$ cat src/rtl/lcd_pkg.sv
`default_nettype none
// +----------------------------------------------------------------------------+
// | Module   : lcd_pkg                                                          |
// | Brief    : Shared widths, blank code and arbiter state encoding.            |
// | Revision : 1.0                                                              |
// +----------------------------------------------------------------------------+
package lcd_pkg;

    localparam int         ADDR_W    = 5;
    localparam int         DATA_W    = 8;
    localparam logic [7:0] LCD_BLANK = 8'h80;

    typedef enum logic [0:0] {
        ST_IDLE  = 1'b0,
        ST_BURST = 1'b1
    } state_t;

endpackage
`default_nettype wire

$ cat src/rtl/lcd_write_arbiter_picker.sv
`default_nettype none
// +----------------------------------------------------------------------------+
// | Module   : rr_picker                                                        |
// | Brief    : Combinational rotate-priority encoder starting the scan at ptr.  |
// | Revision : 1.0                                                              |
// +----------------------------------------------------------------------------+
module rr_picker #(
    parameter int NUM_REQ = 4,
    parameter int PTR_W   = 2
) (
    input  logic [NUM_REQ-1:0] req,
    input  logic [PTR_W-1:0]   ptr,
    output logic               valid,
    output logic [PTR_W-1:0]   winner
);

    logic [NUM_REQ-1:0] w_rot;
    logic [PTR_W:0]     w_sum;

    // Rotating right by ptr puts the highest-priority requester at bit 0.
    assign w_rot = NUM_REQ'({req, req} >> ptr);
    assign valid = |req;

    always_comb begin
        winner = '0;
        w_sum  = '0;
        for (int k = NUM_REQ - 1; k >= 0; k--) begin
            if (w_rot[k]) begin
                w_sum = {1'b0, ptr} + (PTR_W + 1)'(k);
                if (w_sum >= (PTR_W + 1)'(NUM_REQ)) begin
                    w_sum = w_sum - (PTR_W + 1)'(NUM_REQ);
                end
                winner = w_sum[PTR_W-1:0];
            end
        end
    end

endmodule
`default_nettype wire

$ cat src/rtl/lcd_write_arbiter.sv
`default_nettype none
// +----------------------------------------------------------------------------+
// | Module   : lcd_write_arbiter                                                |
// | Brief    : Round-robin burst arbiter for the LCD register-file write port.  |
// | Revision : 1.0                                                              |
// +----------------------------------------------------------------------------+
module lcd_write_arbiter #(
    parameter int NUM_REQ   = 4,
    parameter int ADDR_W    = lcd_pkg::ADDR_W,
    parameter int DATA_W    = lcd_pkg::DATA_W,
    parameter int MAX_BURST = 32,
    parameter int TIMEOUT   = 15
) (
    input  logic                      clk,
    input  logic                      rst,
    input  logic [NUM_REQ-1:0]        req,
    input  logic [NUM_REQ*ADDR_W-1:0] reqAddr,
    input  logic [NUM_REQ*DATA_W-1:0] reqCode,
    input  logic [NUM_REQ-1:0]        reqLast,
    output logic [NUM_REQ-1:0]        gnt,
    output logic [ADDR_W-1:0]         addr,
    output logic [DATA_W-1:0]         characterCode,
    output logic                      wrEn,
    output logic                      busy,
    output logic                      errorLed
);

    import lcd_pkg::*;

    localparam int c_ptrW  = $clog2(NUM_REQ);
    localparam int c_beatW = $clog2(MAX_BURST + 1);
    localparam int c_idleW = $clog2(TIMEOUT + 1);

    state_t              r_state;
    state_t              w_nextState;
    logic [c_ptrW-1:0]   r_ptr;
    logic [c_ptrW-1:0]   r_win;
    logic [c_ptrW-1:0]   w_pickIdx;
    logic [c_ptrW-1:0]   w_winInc;
    logic                w_pickValid;
    logic                w_grab;
    logic                w_accept;
    logic                w_release;
    logic                w_error;
    logic                w_hitMax;
    logic                w_timeout;
    logic [c_beatW-1:0]  r_beatCnt;
    logic [c_beatW-1:0]  w_beatNext;
    logic [c_idleW-1:0]  r_idleCnt;
    logic [c_idleW-1:0]  w_idleNext;
    logic [NUM_REQ-1:0]  r_gnt;
    logic [ADDR_W-1:0]   r_addr;
    logic [DATA_W-1:0]   r_code;
    logic                r_wrEn;
    logic                r_errorLed;

    rr_picker #(
        .NUM_REQ (NUM_REQ),
        .PTR_W   (c_ptrW)
    ) u_picker (
        .req    (req),
        .ptr    (r_ptr),
        .valid  (w_pickValid),
        .winner (w_pickIdx)
    );

    assign w_grab     = (r_state == ST_IDLE) && w_pickValid;
    assign w_accept   = (r_state == ST_BURST) && req[r_win] && r_gnt[r_win];
    assign w_winInc   = (r_win == c_ptrW'(NUM_REQ - 1)) ? '0 : r_win + 1'b1;
    assign w_beatNext = r_beatCnt + 1'b1;
    assign w_hitMax   = (w_beatNext == c_beatW'(MAX_BURST));
    assign w_idleNext = (r_idleCnt == c_idleW'(TIMEOUT)) ? r_idleCnt : r_idleCnt + 1'b1;
    assign w_timeout  = (w_idleNext == c_idleW'(TIMEOUT));

    always_ff @(posedge clk or negedge rst) begin
        if (!rst) begin
            r_state <= ST_IDLE;
        end else begin
            r_state <= w_nextState;
        end
    end

    // A last-flagged beat always releases cleanly, even when it is also beat MAX_BURST.
    always_comb begin
        w_nextState = r_state;
        w_release   = 1'b0;
        w_error     = 1'b0;
        case (r_state)
            ST_IDLE: begin
                if (w_pickValid) begin
                    w_nextState = ST_BURST;
                end
            end
            ST_BURST: begin
                if (w_accept) begin
                    if (reqLast[r_win]) begin
                        w_release = 1'b1;
                    end else if (w_hitMax) begin
                        w_release = 1'b1;
                        w_error   = 1'b1;
                    end
                end else if (w_timeout) begin
                    w_release = 1'b1;
                    w_error   = 1'b1;
                end
                if (w_release) begin
                    w_nextState = ST_IDLE;
                end
            end
            default: w_nextState = ST_IDLE;
        endcase
    end

    always_ff @(posedge clk or negedge rst) begin
        if (!rst) begin
            r_ptr      <= '0;
            r_win      <= '0;
            r_gnt      <= '0;
            r_beatCnt  <= '0;
            r_idleCnt  <= '0;
            r_addr     <= '0;
            r_code     <= '0;
            r_wrEn     <= 1'b0;
            r_errorLed <= 1'b0;
        end else begin
            r_wrEn <= w_accept;
            if (w_accept) begin
                r_addr <= reqAddr[r_win*ADDR_W +: ADDR_W];
                r_code <= reqCode[r_win*DATA_W +: DATA_W];
            end
            if (w_grab) begin
                r_gnt     <= NUM_REQ'(1) << w_pickIdx;
                r_win     <= w_pickIdx;
                r_beatCnt <= '0;
                r_idleCnt <= '0;
            end else if (r_state == ST_BURST) begin
                if (w_release) begin
                    r_gnt <= '0;
                    r_ptr <= w_winInc;
                end
                if (w_accept) begin
                    r_beatCnt <= w_beatNext;
                    r_idleCnt <= '0;
                end else begin
                    r_idleCnt <= w_idleNext;
                end
            end
            if (w_error) begin
                r_errorLed <= 1'b1;
            end
        end
    end

    assign gnt           = r_gnt;
    assign addr          = r_addr;
    assign characterCode = r_code;
    assign wrEn          = r_wrEn;
    assign busy          = (r_state == ST_BURST);
    assign errorLed      = r_errorLed;

endmodule
`default_nettype wire
$ cat config.mk
export PLATFORM = sky130hd
export DESIGN_NAME = lcd_write_arbiter
export DESIGN_NICKNAME = d
export VERILOG_FILES = /design/src/rtl/lcd_pkg.sv /design/src/rtl/lcd_write_arbiter_picker.sv /design/src/rtl/lcd_write_arbiter.sv
export SDC_FILE = /design/constraint.sdc
export NUM_CORES = 1
export LEC_CHECK = 0
export CORE_ASPECT_RATIO = 1.2
export CORE_MARGIN = 5
export CORE_UTILIZATION = 40
export DETAILED_ROUTE_END_ITERATION = 10
export PLACE_DENSITY = 0.77
export SKIP_LAST_GASP = 1
export SLEW_MARGIN = 20
export SYNTH_ARGS = -nofsm -noshare
export SYNTH_HDL_FRONTEND = slang
export SYNTH_SLANG_ARGS = --single-unit
$ cat constraint.sdc
create_clock -name clk -period 1.9 [get_ports clk]
set_input_delay 0.38 -clock clk [delete_from_list [all_inputs] [get_ports clk]]
set_output_delay 0.38 -clock clk [all_outputs]
set_load 0.005 [all_outputs]
-- Word level (Yosys, flattened, before mapping)
Cells that the tools add are included.
- input bits: 62
- word-level logic and storage cells: 83
- output and inout port bits: 20
- register bits: 34
- bitwise gates (word level): 2
- $add $sub $neg: 10
- reduce and logical (&&, ||, !) cells: 10
- multipliers: 1
- shifts and indexed selects: 4
- equal/unequal tests: 4
- magnitude comparators: 5
- muxes and demuxes: 37
- operators with widths (cell ; number):
    32-bit by 6-bit indexed part select with 8-bit output ; 1
    4-bit 2-to-1 mux ; 7
    20-bit by 6-bit indexed part select with 5-bit output ; 1
    2-bit 2-to-1 mux ; 9
    6-bit 2-to-1 mux ; 3
    1-bit 2-to-1 mux ; 14
    3-bit >= comparator, second input constant ; 3
    4-bit equality test, second input constant ; 2
    8-bit by 2-bit >> shifter with 4-bit output ; 1
    2-bit by 1-bit subtractor with 2-bit output, second input constant ; 4
    2-bit by 2-bit adder with 3-bit output, second input constant ; 2
    6-bit by 1-bit adder with 6-bit output, second input constant ; 1
    1-bit binary-select mux with 2-bit select ; 3
    6-bit equality test, second input constant ; 1
    2-bit nonzero test ; 3
    2-bit by 3-bit multiplier with 5-bit output, second input constant ; 1
    4-bit by 1-bit adder with 4-bit output, second input constant ; 1
    2-bit AND reduction ; 2
    4-bit OR reduction ; 1
    1-bit by 2-bit << shifter with 4-bit output, first input constant ; 1
    2-bit by 1-bit adder with 3-bit output, second input constant ; 1
    2-bit by 3-bit >= comparator with 1-bit output, second input constant ; 1
    1-bit logical AND ; 3
    2-bit by 3-bit less-than comparator with 1-bit output, second input constant ; 1
    5 further kinds ; 6

-- Depth between registers and ports, before layout
- word-level depth: 10
- gate-level depth with buffers: 8
- depth with buffers taken out: 6

-- Cells and area by module
Synthesis repeated with hierarchy kept, for this count alone.
- cells, all modules: 167
- area, all modules: 2055.7 µm²
- modules (own cells, without submodules) (module ; times used ; sequential area each (µm²) ; area an instance (µm²) ; cells an instance):
    lcd_write_arbiter ; 1 ; 850.8 ; 1984.4 ; 156
    rr_picker ; 1 ; 0.0 ; 71.3 ; 11

-- Least setup slack after synthesis
No wires, ideal clock.
- path type: register to register
- start point: register r_idleCnt[0]
- end point: register r_ptr[0]
- stages on the path, launching flop included: 7
- required time: 1.775 ns
- setup time: 0.125 ns
- arrival: 1.711 ns
- path slack: 0.064 ns
- buffers on the path: 0
- period minus slack after synthesis: 1.836 ns
- cells stage by stage: dfrtp_1 -> ha_1 -> nor3b_1 -> o21ai_0 -> a21oi_2 -> o22ai_4 -> mux2_4
- cells in the longest elaborated chain, start to end: 8
- elaborated cells between the ends (all ways): 9
- those cells by class: 1 x add/sub; 2 x eq/ne; 5 x mux; 1 x reduce/logical
- RTL lines (what ; line ; RTL):
    from (decl) ; lcd_write_arbiter.sv:49 ; logic [c_idleW-1:0] r_idleCnt;
    from (signal assigned) ; lcd_write_arbiter.sv:145 ; r_idleCnt <= w_idleNext;
    4-bit by 1-bit adder with 4-bit output or 4-bit equality test (tied branches) ; lcd_write_arbiter.sv:72 ; assign w_idleNext = (r_idleCnt == c_idleW'(TIMEOUT)) ? r_idleCnt : r_idleCnt + 1'b1;
    4-bit 2-to-1 mux (*) ; lcd_write_arbiter.sv:72 ;
    4-bit equality test (*) ; lcd_write_arbiter.sv:73 ; assign w_timeout = (w_idleNext == c_idleW'(TIMEOUT));
    1-bit 2-to-1 mux (*) ; lcd_write_arbiter.sv:102 ; end else if (w_timeout) begin
    1-bit 2-to-1 mux (*) ; lcd_write_arbiter.sv:95 ; if (w_accept) begin
    1-bit 2-to-1 mux (*) (2 in a row) ; lcd_write_arbiter.sv:88 ; case (r_state)
    3-bit AND reduction (no source line) (*) ; - ;
    to (signal assigned) ; lcd_write_arbiter.sv:139 ; r_ptr <= w_winInc;
    to (decl) ; lcd_write_arbiter.sv:36 ; logic [c_ptrW-1:0] r_ptr;
Every way passes the cells marked *; elsewhere a longest branch is shown, timed or not. The select of a mux whose other input is x is not followed.
A chain may end at the register's enable or synchronous reset.

-- Worst setup path after layout
- start point: register r_beatCnt[0]
- end point: register r_gnt[0] (netlist: gnt[0])
- cells in the longest elaborated chain, start to end: 9
- RTL lines (what ; line ; RTL):
    from (decl) ; lcd_write_arbiter.sv:47 ; logic [c_beatW-1:0] r_beatCnt;
    from (signal assigned) ; lcd_write_arbiter.sv:142 ; r_beatCnt <= w_beatNext;
    6-bit by 1-bit adder with 6-bit output ; lcd_write_arbiter.sv:70 ; assign w_beatNext = r_beatCnt + 1'b1;
    6-bit equality test ; lcd_write_arbiter.sv:71 ; assign w_hitMax = (w_beatNext == c_beatW'(MAX_BURST));
    1-bit 2-to-1 mux ; lcd_write_arbiter.sv:98 ; end else if (w_hitMax) begin
    1-bit 2-to-1 mux ; lcd_write_arbiter.sv:96 ; if (reqLast[r_win]) begin
    1-bit 2-to-1 mux ; lcd_write_arbiter.sv:95 ;
    1-bit 2-to-1 mux (2 in a row) ; lcd_write_arbiter.sv:88 ;
    2-bit nonzero test (no source line) ; - ;
    2-bit AND reduction (no source line) ; - ;
    to (signal assigned) ; lcd_write_arbiter.sv:132 ; r_gnt <= NUM_REQ'(1) << w_pickIdx;
    to (decl) ; lcd_write_arbiter.sv:51 ; logic [NUM_REQ-1:0] r_gnt;
Every way passes these cells. The select of a mux whose other input is x is not followed.

==> flow_summary.toml <==
[global_routing]
busiest_layer = "met2"
use_met2_pct = 31.1
grt_first_pass_wirelength_mm = 9.83
antenna_found_initial = 0
grt_pass1_vias = 1934
use_met1_pct = 22.2
grt_max_degree = 35
grt_overflow = 0
grtUsageMet3_pct = 4.89
grt.total_usage_pct = 18.0

[synthesis]
synth-seq-cells = 34
synth-warning-count = 0
syn_area_sq_um = 2110
ys_types = 48
async_flop_share_pct = 100
ys_seq_area_share_pct = 40.2
synth_top_area_share_pct = 40.2
syn_inst = 170
synthFlopType = "dfrtp_1"
synth_edf_count = 0
yosys.area.top_type = "dfrtp_1"
synth_nets = 236
synth.avg_cell_area_sq_um = 12.4
netlist_top_cells_area = "dfrtp_1, mux4_2, mux2_2"

[setup_path]
rr_endpoint = "gnt[0]$_DFFE_PN0P_"
end_kind = "flip-flop"
reg2reg_depth = 7
worstSetupEndpoint = "gnt[0]$_DFFE_PN0P_"
cp.arrival_ps = 2000
worst-setup-path-type = "reg2reg"
reg2reg_from = "r_beatCnt[0]$_DFFE_PN0P_"
crit_start = "r_beatCnt[0]$_DFFE_PN0P_"
crit_fanout = 5
cp-start-kind = "flip-flop"
crit_required_ps = 2070
rrSetupSlack_ps = 70

[placed_design]
place_hpwl_mm = 4.49
port_buffers = 81
routabilityCongestion = 0.797
post_dp_cell_area_sq_um = 3160

[timing]
worstMarginPinSlew_ps = 462
fmax_mhz = 546
finalSetupViolations = 0
finalHoldViolCount = 0
min_period_over_period_pct = 96.4
clock_skew_ps = 6.83
drv_slew = 0
min_period_ps = 1830
relSlewSlack_pct = 68.9

[power]
p_switching_mw = 1.44
clkPwrFrac_pct = 12.1
switching_share_pct = 33.8
power_frac_comb_pct = 56.4
p_int_mw = 2.82
p_leak_nw = 1.34
powerDensity_nw_per_um2 = 1300
finalPower_mw = 4.27
ir_drop_mv = 0.866
seqPwrFrac_pct = 31.5

[floorplan]
fp.dieH_microns = 89.6
start_util_pct = 40.5
ioPinCount = 82
die_x_microns = 76.4
coreArea_sq_um = 5230
core.rowCount = 29
dieArea_sq_um = 6850

[clock_network]
clk_latency_ps = 280
clockBufferDepth = 2
cts_tree = "done"
cts_sinks = 34
numCtsBuffers = 5
path_clk_slew_ps = 60
h-tree-depth = 2
root_buffer = "clkbuf_8"

[routing]
drc = 0
num_vias = 1804
antenna_left = 0
wl_mm = 5.66
dr.pass1.iters = 4
viasPerCell = 5.35
wl_per_cell_microns = 16.8
drt-initial-drc-count = 47

[cells_and_area]
syn_to_final_growth_pct = 55.4
fin_nets = 342
post-route-cell-area_sq_um = 3290
fill_cells = 436
n_antenna_cell = 0
drive_gt1_share_pct = 26.2

[job]
max-cap-violations = 0

[min_path]
min_path_type = "reg2reg"

[outcome]
status = "completed"
## cells in the mapped netlist (4+ instances only)
cell type,instances
ha_1,4
mux2_2,13
nand3_1,8
a32o_1,4
o21ai_0,5
nor2_1,4
mux4_1,5
nand2_1,14
mux2i_1,8
mux4_2,8
o21ai_1,4
buf_6,4
a21oi_1,4
dfrtp_1,34
## worst min-delay path by stage
stage | start | to | slack (ps) | cells after the start
after floorplan | rst | addr[0]$_DFFE_PN0P_ | 80 | 0
after global placement | addr[1]$_DFFE_PN0P_ | addr[1]$_DFFE_PN0P_ | 480 | 1
after detailed placement | errorLed$_DFFE_PN0P_ | errorLed$_DFFE_PN0P_ | 470 | 1
after CTS | errorLed$_DFFE_PN0P_ | errorLed$_DFFE_PN0P_ | 500 | 1
after global routing | errorLed$_DFFE_PN0P_ | errorLed$_DFFE_PN0P_ | 520 | 1
final | errorLed$_DFFE_PN0P_ | errorLed$_DFFE_PN0P_ | 500 | 1
## layer usage
layer	wire, microns	share of wire, %
met1	2410	43
met5	0	0
met2	2780	49
met4	59	1.0
met3	411	7.3
## worst max-delay path, stage by stage (launching register included)
cell and delay, ps:
dfrtp_2 440, ha_4 180, nor4b_4 310, a41oi_2 70, a21oi_2 200, o22ai_4 110, buf_4 160, a32o_1 240
## power by group through the flow
stage,logic [mW],registers (mW),clock network (mW)
global placement,2.35,1.32,0
CTS,2.43,1.33,0.540
finish,2.41,1.35,0.517
global route,2.63,1.40,0.574
floorplan,1.35,1.30,0
detailed placement,2.42,1.33,0
## flip-flops by register name (all words and copies together), names as in the netlist
name,count
busy,1
wrEn,1
characterCode,8
r_ptr,2
r_idleCnt,4
gnt,4
errorLed,1
addr,5
r_win,2
r_beatCnt,6
## area by class of cell
type	instances	area, sq um	share of cell area (%)
multi-input combinational	124	1220	37.2
clock buffer	6	82.6	2.51
tap	62	77.6	2.36
timing repair buffer	107	1030	31.4
inverter	4	17.5	0.533
sequential	34	855	26.0
## stage by stage
stage               hold WS [ps]  instances  setup slack (ps)  setup TNS [ps]  utilization, %
floorplan                   84.4        170              63.9               0               -
global placement             482        331              -152           -2900            60.5
detailed placement           472        331              -195           -3780            60.5
CTS                          501        337              1.26               0            62.2
global route                 516        337             -10.4           -20.8            62.9
finish                       497        337              68.5               0            62.9
## cells in the final DEF, fill, tap and decap left out, types with 5 or more instances in the layout
cell / n
clkdlybuf4s50_1: 81
dfrtp_1: 31
buf_4: 24
nand2_1: 14
mux2_2: 13
nand3_1: 8
mux2i_1: 8
mux4_2: 8
clkbuf_8: 6
o21ai_1: 5
mux4_1: 5
## cells by family after synthesis
group                      count (synthesis)  synth area share (%)
and+or+nand+nor                           47                  12.2
DFF                                       34                  40.2
adders and majority gates                  4                  2.37
AOI/OAI and AO/OA                         31                  11.5
muxes                                     38                  28.1
buffers and inverters                     12                  3.85
xor gates and xnor gates                   4                  1.66
## what timing repair did
| action | in CTS | in global routing |
|---|---|---|
| endpoints found under the setup margin | 4 | 8 |
| hold buffers | 0 | 0 |
| gates resized for setup | 1 | 9 |
| pin swaps | 0 | 5 |
| buffers inserted | 0 | 0 |
| endpoints found under the hold margin | 0 | 0 |
Note: power is estimated with default switching activity, not from simulation.
